### config.mk
export PLATFORM = sky130hd
export DESIGN_NAME = pipe_ctrl
export DESIGN_NICKNAME = d
export VERILOG_FILES = /design/src/rtl/pipe_ctrl.sv
export SDC_FILE = /design/constraint.sdc
export NUM_CORES = 1
export LEC_CHECK = 0
export ABC_AREA = 1
export BUFFER_PORTS_ARGS = -buffer_cell sky130_fd_sc_hd__buf_2
export CAP_MARGIN = 10
export CORE_AREA = 2 2 42 63
export DETAILED_ROUTE_END_ITERATION = 8
export DIE_AREA = 0 0 44 65
export PLACE_DENSITY = 0.68
export SYNTH_ARGS = -nofsm -noshare
export SYNTH_HDL_FRONTEND = slang
export SYNTH_SLANG_ARGS = --single-unit
### constraint.sdc
create_clock -name clk -period 1.13 [get_ports clk]
set_input_delay 0.0565 -clock clk [delete_from_list [all_inputs] [get_ports clk]]
set_output_delay 0.0565 -clock clk [all_outputs]
set_load 0.1 [all_outputs]
### src/rtl/pipe_ctrl.sv
// pipe_ctrl -- stall / flush / exception sequencer for a 5-stage MIPS pipeline.
//
// Produces the write-enable and flush controls for the PC, F/D, D/E, E/M and
// M/W pipeline registers. It tracks how long the multiply/divide unit stays
// busy, holds an eret in D while an older mtc0-to-EPC is still in flight, and
// turns a pending CP0 exception into a one-cycle request to every stage.
//
// Parameters:
//   MULT_CYC  busy cycles loaded for mult/multu
//   DIV_CYC   busy cycles loaded for div/divu
//   EXC_VEC   exception handler entry PC
//
// Ports:
//   clk, reset                 clock (rising edge), async active-low reset
//   d_hazard, d_is_md, d_eret  decode-stage status
//   e_md_start, e_md_div       MDU start in E (div=1 / mult=0)
//   e_mtc0_epc, m_mtc0_epc     mtc0-to-EPC in E / M
//   int_req                    CP0 exception pending for the M instruction
//   *_wren, fd_flush, de_flush pipeline register controls
//   req, exc_pc                exception request and handler PC
//   md_busy                    MDU occupied
//   stall_cnt                  stall cycle counter (only when PIPE_CTRL_PERF_EN)
//
// Build option: define PIPE_CTRL_PERF_EN to add the stall_cnt output.
// Every output reads 0 while reset is held low.

module pipe_ctrl #(
  parameter int unsigned MULT_CYC = 5,
  parameter int unsigned DIV_CYC  = 10,
  parameter logic [31:0] EXC_VEC  = 32'h0000_4180
) (
  input  logic        clk,
  input  logic        reset,
  input  logic        d_hazard,
  input  logic        d_is_md,
  input  logic        d_eret,
  input  logic        e_md_start,
  input  logic        e_md_div,
  input  logic        e_mtc0_epc,
  input  logic        m_mtc0_epc,
  input  logic        int_req,
  output logic        pc_wren,
  output logic        fd_wren,
  output logic        de_wren,
  output logic        em_wren,
  output logic        mw_wren,
  output logic        fd_flush,
  output logic        de_flush,
  output logic        req,
  output logic [31:0] exc_pc,
`ifdef PIPE_CTRL_PERF_EN
  output logic [31:0] stall_cnt,
`endif
  output logic        md_busy
);

  typedef enum logic {ST_RUN, ST_EXC} state_t;

  state_t     r_state;
  state_t     w_state_nxt;
  logic [5:0] r_md_cnt;
  logic       w_req;
  logic       w_md_busy;
  logic       w_stall;
  logic       w_eret_go;

  // Exception FSM. EXC exists only to force req low for one cycle, so a held
  // int_req yields a request on alternate cycles.
  always_comb begin
    // NOTE: every signal driven here gets a default first so no latch is inferred.
    w_state_nxt = r_state;
    w_req       = 1'b0;
    case (r_state)
      ST_RUN: begin
        w_req = int_req;
        if (int_req) w_state_nxt = ST_EXC;
      end
      ST_EXC:  w_state_nxt = ST_RUN;
      default: w_state_nxt = ST_RUN;
    endcase
  end

  always_ff @(posedge clk or negedge reset) begin
    // NOTE: state registers use non-blocking assignment so all flops update together.
    if (!reset) r_state <= ST_RUN;
    else        r_state <= w_state_nxt;
  end

  // MDU occupancy. A start that coincides with req belongs to an instruction
  // being cancelled and is not loaded; a count already running keeps going.
  always_ff @(posedge clk or negedge reset) begin
    if (!reset)                   r_md_cnt <= '0;
    else if (e_md_start && !w_req) r_md_cnt <= e_md_div ? 6'(DIV_CYC) : 6'(MULT_CYC);
    else if (r_md_cnt != '0)      r_md_cnt <= r_md_cnt - 6'd1;
  end

  assign w_md_busy = (r_md_cnt != '0) | (e_md_start & ~w_req);
  assign w_stall   = d_hazard | (d_is_md & w_md_busy) | (d_eret & (e_mtc0_epc | m_mtc0_epc));
  assign w_eret_go = d_eret & ~w_stall;

  // Priority req > stall > eret > normal. On req every register is enabled
  // because each stage clears itself on req and the PC loads exc_pc.
  always_comb begin
    pc_wren  = 1'b0;
    fd_wren  = 1'b0;
    de_wren  = 1'b0;
    em_wren  = 1'b0;
    mw_wren  = 1'b0;
    fd_flush = 1'b0;
    de_flush = 1'b0;
    req      = 1'b0;
    exc_pc   = '0;
    md_busy  = 1'b0;
    if (reset) begin
      md_busy = w_md_busy;
      de_wren = 1'b1;
      em_wren = 1'b1;
      mw_wren = 1'b1;
      if (w_req) begin
        req     = 1'b1;
        exc_pc  = EXC_VEC;
        pc_wren = 1'b1;
        fd_wren = 1'b1;
      end else if (w_stall) begin
        de_flush = 1'b1;
      end else begin
        pc_wren  = 1'b1;
        fd_wren  = 1'b1;
        fd_flush = w_eret_go;
      end
    end
  end

`ifdef PIPE_CTRL_PERF_EN
  logic [31:0] r_stall_cnt;

  // Counts cycles the front end is actually held (a stall overridden by req
  // does not count). Wraps naturally at 2^32.
  always_ff @(posedge clk or negedge reset) begin
    if (!reset)                r_stall_cnt <= '0;
    else if (w_stall && !w_req) r_stall_cnt <= r_stall_cnt + 32'd1;
  end

  assign stall_cnt = r_stall_cnt;
`endif

endmodule

* Yosys cells after proc, flatten, opt, wreduce, memory -nomap -nowiden *
Cells that the tools add are included.

storage, ports and cells
  register bits = 7
  output and inout port bits = 41

cells by class
  add/sub/neg operators = 1
  muxes and demuxes = 21
  reduce and logical (&&, ||, !) cells = 4
  bitwise gates (word level) = 11

operators with widths
  operator             count
  $mux 15              2
  $mux 1               15
  $mux 6               2
  $reduce_bool 6->1    1
  $sub 6x1->6 const B  1
  $and 1x1->1          4
  $mux 4               1
  $or 1x1->1           4
  $not 1->1            3
  $pmux 1 s2           1
  $reduce_bool 2->1    1
  $logic_and 1x1->1    1
  $logic_not 1->1      1

* Logic depth before layout (Yosys ltp) *
Gate-level depths: netlist (run 1).

  depth in word-level cells = 12
  mapped depth = 9
  mapped depth without buffers = 8

* Worst setup path before layout (run 1) *
Ideal clock, no wire load.

  path type = flip-flop to output port
  start = register r_state
  end = output pc_wren
  data arrival time = 3.134 ns
  stages on the path, launching flop included = 7
  path slack = -2.061 ns
  path through = dfrtp_1 > inv_1 > nand2_4 > nor2_1 > inv_1 > nand2_1 > buf_4

between the ends
  longest elaborated chain between the ends = 10

RTL lines
  item                      line  text
  start: declaration        59    state_t r_state;
  start signal: assignment  86    else r_state <= w_state_nxt;
  $mux 1 *                  73    case (r_state)
  $not 1->1                 97    assign w_md_busy = (r_md_cnt != '0) | (e_md_start & ~w_req);
  $and 1x1->1               97
  $or 1x1->1                97
  $and 1x1->1               98    assign w_stall = d_hazard | (d_is_md & w_md_busy) | (d_eret & (e_mtc0_epc | m_mtc0_epc));
  $or 1x1->1 (2 in a row)   98
  $mux 1                    --
  $mux 1 * (2 in a row)     --
  end: declaration          42    output logic pc_wren,

Mark *: on every way between the ends. The rest lies on a longest branch, timed or not.

* Worst setup path after layout (run 1) *
  start = register r_md_cnt[0]
  end = output md_busy

between the ends
  longest elaborated chain between the ends = 3

RTL lines
  item                      line  text
  start: declaration        61    logic [5:0] r_md_cnt;
  start signal: assignment  93    else if (e_md_start && !w_req) r_md_cnt <= e_md_div ? 6'(DIV_CYC) : 6'(MULT_CYC);
  start signal: assignment  94    else if (r_md_cnt != '0) r_md_cnt <= r_md_cnt - 6'd1;
  $reduce_bool 6->1         97
  $or 1x1->1                97
  $mux 1                    114   if (reset) begin
  end: declaration          54    output logic md_busy

No other way between the ends.

==> reports/metrics.yaml, run 1 <==
grt_pass1_wl_um: 2600
yosysSeqAreaShare: 0.228
maxCapViolCount: 0
crit_fanout: 6
core_um2: 2370
synth-seq-cells: 7
placed_cell_area_um2: 1100
cts_tree: "done"
crit_type: "register to primary output"
ys_warn_count: 0
pre_cts_ws_ns: -0.303
cts_root_buffer: "clkbuf_4"
netlist_instances: 100
peakVddDrop_mv: 0.788
htreeDepth: 1
wirelength_um: 1620
min_path_type: "input port to register"
hold_viol: 0
crit_top_cell: "nor2_4"
synth.area.top_cells: "buf_4 (35%), dfrtp_1 (23%), nand2_1 (5.9%), nand2_4 (4.4%), nor2_1 (3.9%)"
endpoint_kind: "primary output"
hold_start: "int_req"
postSynthAreaPerCell_um2: 7.69
p_leak_nw: 0.608
die_area_um2: 2860
violations: "negative setup slack"
drv_slew: 0
rsz0062_at_grt: "yes"
start_util: 0.325
drc: 0
layout_commonest_cell: "conb_1"
crit_required_ns: 1.07
grt_pass1_vias: 609
clkSinkCount: 7
crit_start: "r_md_cnt[0]$_DFFE_PN0N_"
antenna_cells: 0
clock_path_buffers: 2
arrival_ns: 1.52
fillers: 216
dp_hpwl_um: 1330
via_count: 646
fin_crit_sh: 1.40
setup-violations-final: 15
syn_to_final_growth_pct: 54.8
clk_pin_slew_worst_paths_ns: 0.05
viasPerCell: 4.09
status: "complete, but fails checks"
crit_slowest_cell: "dfrtp_1"
ant_nets: 0
critPathLaunchType: "register"
antenna_found_initial: 0
design.portCount: 51
max_stage_delay_ns: 0.39
die_w_um: 44
place.port_buffers: 21
placedCellCount: 152
rows: 22
layout.nets: 147
clock_latency_ns: 0.25
wl_per_cell_um: 10.3
layout_common_cells: "conb_1 (29), buf_4 (15), buf_12 (13), nand2_1 (11), buf_2 (9)"
post-synth-top-area-fraction: 0.351
finalPower_mw: 2.46
fin_cells: 158
power_density_nw_per_um2: 2060
grt_max_degree: 7
place.gp.congestion: 0.776
reg2reg_from: "r_md_cnt[0]$_DFFE_PN0N_"
setup_slack_ns: -0.449
finalWorstPathRequiredPeriod_ns: 1.58
firstDrtPassIters: 4
drtIter0Drc: 1
cts_made_buffers: 3
yosysTopAreaCell: "buf_4"
worst_hold_slack_ns: 0.0378
grt.total_usage: 0.126
grt_overflow_total: 0
post_synth_num_cell_types: 20
mappedNetlistArea_um2: 769
clock.fmax_ghz: 0.633
crit_chain: "inv_2, ha_4, nand2_4, nor2_4, nand3_4, buf_4, inv_4, nor2_4, buf_12"
drive_gt1_frac: 0.485
die_h_um: 65
clock_skew_ns: 0.00296
post-route-cell-area_um2: 1190
## state kept, by name, summed over array words and instances (netlist names)
name and count:
r_state 1, r_md_cnt 6
## synthesized netlist by cell type
cell type and count:
nand2_4 3, nor2_4 1, inv_1 7, xor2_1 2, nor2_1 8, nand3_1 5, o21ai_0 1, dfrtp_1 7
nor2_2 2, o211ai_1 2, a21oi_1 2, nand2_1 12, buf_4 36, o21a_1 1, inv_2 3, ha_1 2
xnor2_1 1, nand3_4 1, nand2_2 3, conb_1 1
## logic make-up after synthesis
| kind of cell | after synthesis | share of synthesized area |
|---|---|---|
| and+or+nand+nor | 35 | 0.252 |
| AOI/OAI and AO/OA | 6 | 0.0488 |
| adders and majority gates | 2 | 0.0325 |
| buffers and inverters | 46 | 0.400 |
| xor gates and xnor gates | 3 | 0.0342 |
| other | 1 | 0.00487 |
| DFF | 7 | 0.228 |
## routing by layer
metal / track usage / up-vias / share of wire
met4: 0.0682 / 0 / 0.025
met1: 0.0978 / 292 / 0.27
met3: 0.0195 / 5 / 0.075
met5: 0 / - / 0
met2: 0.267 / 39 / 0.63
li1: - / 310 / -
## area by class of cell
class,instances,area [um^2],area share
Timing Repair Buffer,38,430,0.361
Tap cell,24,30.0,0.0252
Multi-Input combinational cell,75,489,0.411
Clock buffer,4,26.3,0.0221
Inverter,10,40.0,0.0336
Sequential cell,7,175,0.147
## power by group
| group | internal (mW) | switching (mW) |
|---|---|---|
| combinational | 0.612 | 1.18 |
| sequential | 0.360 | 0.0837 |
| clock | 0.135 | 0.0917 |
## repair_timing
| action | in CTS | in global routing |
|---|---|---|
| resized for setup | 3 | 5 |
| pin swaps | 3 | 4 |
| hold buffers | 1 | 0 |
| endpoints found under the hold margin | 7 | 0 |
| setup buffers | 0 | 3 |
| setup endpoints to repair | 15 | 18 |
## worst max-delay path, delay by kind of cell (launching register included)
kind	cells	cell delay, ns
adder cells (fa/ha/maj)	1	0.14
buffers and inverters	4	0.48
flip-flops	1	0.39
AND/OR/NAND/NOR	4	0.26
## final timing paths
check	to	slack, ns	cells after the start
worst min register to register	r_md_cnt[0]$_DFFE_PN0N_	0.52	2
worst max register to register	r_md_cnt[0]$_DFFE_PN0N_	-0.14	8
worst min-delay path	r_state$_DFF_PN0_	0.04	3
min in group asynchronous	r_md_cnt[5]$_DFFE_PN0N_	0.06	3
worst max-delay path	md_busy	-0.45	9
max in group asynchronous	r_state$_DFF_PN0_	0.92	3
## per-stage QoR
stage / setup TNS, ns / util
2_1_floorplan: -2.91 / -
3_3_place_gp: -1.43 / 0.467
3_5_place_dp: -1.83 / 0.467
4_1_cts: -4.03 / 0.488
5_1_grt: -4.41 / 0.503
6_report: -3.45 / 0.503
Note: power is estimated with default switching activity, not from simulation.
==> run 2, diff against run 1 <==
--- a/config.mk
+++ b/config.mk
@@ -5,7 +5,6 @@
 export SDC_FILE = /design/constraint.sdc
 export NUM_CORES = 1
 export LEC_CHECK = 0
-export ABC_AREA = 1
 export BUFFER_PORTS_ARGS = -buffer_cell sky130_fd_sc_hd__buf_2
 export CAP_MARGIN = 10
 export CORE_AREA = 2 2 42 63
==> reports/metrics.yaml, run 2 <==
post-route-cell-area_um2: 1340
max_stage_delay_ns: 0.48
p_sw_mw: 1.42
post_synth_num_cell_types: 34
cts_made_buffers: 3
arrival_ns: 1.92
grt_pass1_vias: 727
status: "complete, but fails checks"
synth_commonest_cells: "buf_4 (36), dfrtp_1 (7), inv_1 (5), nor2_1 (5)"
start_util: 0.323
finalWorstPathRequiredPeriod_ns: 1.98
reg_top3: "r_md_cnt: 6 flops, r_state: 1 flops"
clock_skew_ns: 0.00513
drive_gt1_frac: 0.552
clock_latency_ns: 0.26
crit_fanout: 2
clockPowerShare: 0.082
synthArstFlopShare: 1.00
layout.nets: 158
syn_to_final_growth_pct: 75.3
path_buf_inv: 2
drv_slew: 0
peakVddDrop_mv: 0.966
viasPerCell: 4.53
antenna_cells: 0
power_density_nw_per_um2: 2140
post-synth-top-area-fraction: 0.353
crit_required_ns: 1.07
synth.most_common_cell: "buf_4"
layout_common_cells: "buf_4 (34), conb_1 (29), buf_12 (12), buf_2 (9), dfrtp_1 (7)"
postSynthAreaPerCell_um2: 8.41
netlist_instances: 91
via_count: 765
critPathLaunchType: "register"
grt_overflow_total: 0
min_path_type: "input port to register"
top_register: "r_md_cnt"
wirelength_um: 2090
die_h_um: 65
grt.total_usage: 0.147
pwr-share-comb: 0.767
antenna_found_initial: 0
endpoint_kind: "primary output"
die_w_um: 44
crit_chain: "inv_2, ha_4, or4b_4, o21ai_4, and4_4, buf_12"
rsz0062_at_grt: "yes"
synthFlopType: "dfrtp_1"
clock_path_buffers: 2
layout_commonest_cell: "buf_4"
yosysTopAreaCell: "buf_4"
htreeDepth: 1
drtIter0Drc: 12
switching_share: 0.496
placedCellCount: 145
power_frac_seq: 0.151
largest_register_ffs: 6
synth_edf_count: 0
clk_pin_slew_worst_paths_ns: 0.06
crit_type: "register to primary output"
dp_hpwl_um: 1390
core_um2: 2370
placed_cell_area_um2: 1110
design.portCount: 51
die_area_um2: 2860
wl_per_cell_um: 12.4
p_leak_nw: 0.673
violations: "negative setup slack"
clock.fmax_ghz: 0.506
rows: 22
place.gp.congestion: 0.826
grt_pass1_wl_um: 3060
maxCapViolCount: 0
yosysSeqAreaShare: 0.229
crit_slowest_cell: "or4b_4"
fin_crit_sh: 1.75
setup_slack_ns: -0.846
cts_tree: "done"
hold_viol: 0
intPower_mw: 1.45
grt_max_degree: 10
cts_root_buffer: "clkbuf_4"
synth.area.top_cells: "buf_4 (35%), dfrtp_1 (23%), ha_1 (3.3%), inv_1 (2.5%), nor2_1 (2.5%)"
crit_family: "simple AND/OR/NAND/NOR gates"
ys_warn_count: 0
pre_cts_ws_ns: -0.629
firstDrtPassIters: 4
drc: 0
mappedNetlistArea_um2: 766
setup-violations-final: 15
ant_nets: 0
clkSinkCount: 7
synth-seq-cells: 7
place.port_buffers: 21
fin_cells: 169
run 2: cell count changes after synthesis, sizes merged, moves of 2 or more:
| cell | change |
|---|---|
| a21boi | +2 |
| inv | -5 |
| nand2 | -16 |
| nand3 | -3 |
| nor2 | -6 |
| o211ai | -2 |
| o21ai | +3 |
| o22ai | +2 |
run 2: repair_timing:
item	in CTS	in global routing
pin swaps	4	1
setup endpoints to repair	15	18
endpoints found under the hold margin	7	2
buffers inserted	13	5
hold buffers	1	1
gates resized for setup	12	2
run 2: power groups by stage:
stage	Sequential [mW]	Combinational (mW)	Clock, mW
after floorplan	0.481	1.28	0
after detailed placement	0.431	1.75	0
after global placement	0.426	1.72	0
final	0.433	2.20	0.234
after global routing	0.441	2.33	0.255
after CTS	0.430	2.07	0.242
run 2: per-stage QoR:
step,TNS [ns],utilization,power [mW],hold slack (ns)
global placement,-5.23,0.468,2.15,-0.109
CTS,-10.29,0.544,2.74,0.0340
detailed placement,-5.57,0.468,2.19,-0.103
global route,-10.03,0.567,3.02,0.0488
finish,-9.00,0.567,2.87,0.0338
floorplan,-5.20,-,1.76,-0.239
run 2: cell type report:
cell class	instances	area, um^2
fill	207	1020
inverter	5	21.3
tap	24	30.0
multi-input combinational	71	514
sequential	7	175
timing repair buffer	58	574
clock buffer	3	22.5
clock inverter	1	5.00
run 2: final timing paths:
check                                   startpoint                       to  slack, ns  cells after the start
setup / recovery           r_md_cnt[0]$_DFFE_PN0N_                 fd_flush      -0.85                      6
hold / removal                            e_md_div  r_md_cnt[2]$_DFFE_PN0N_       0.03                      2
setup reg to reg           r_md_cnt[0]$_DFFE_PN0N_  r_md_cnt[0]$_DFFE_PN0N_      -0.78                      7
hold reg to reg            r_md_cnt[1]$_DFFE_PN0N_  r_md_cnt[1]$_DFFE_PN0N_       0.70                      3
max in group asynchronous                    reset  r_md_cnt[0]$_DFFE_PN0N_       0.52                      3
min in group asynchronous                    reset  r_md_cnt[5]$_DFFE_PN0N_       0.07                      3
run 2: kinds of logic (layout without fill, tap and decap cells):
group | after synthesis | in the layout | synth area share
compound gates | 15 | 15 | 0.141
fa+ha+maj | 2 | 2 | 0.0327
other cells | 1 | 29 | 0.00490
xor+xnor | 3 | 3 | 0.0343
buf+inv | 41 | 67 | 0.377
simple gates | 22 | 22 | 0.181
flops | 7 | 7 | 0.229
run 2: metal layers:
| layer | GRT usage | share of wire | vias up | wire [um] |
|---|---|---|---|---|
| li1 | - | - | 353 | - |
| met1 | 0.128 | 0.30 | 357 | 619 |
| met2 | 0.285 | 0.57 | 44 | 1190 |
| met3 | 0.0306 | 0.074 | 11 | 155 |
| met4 | 0.0909 | 0.059 | 0 | 123 |
| met5 | 0 | 0 | - | 0 |
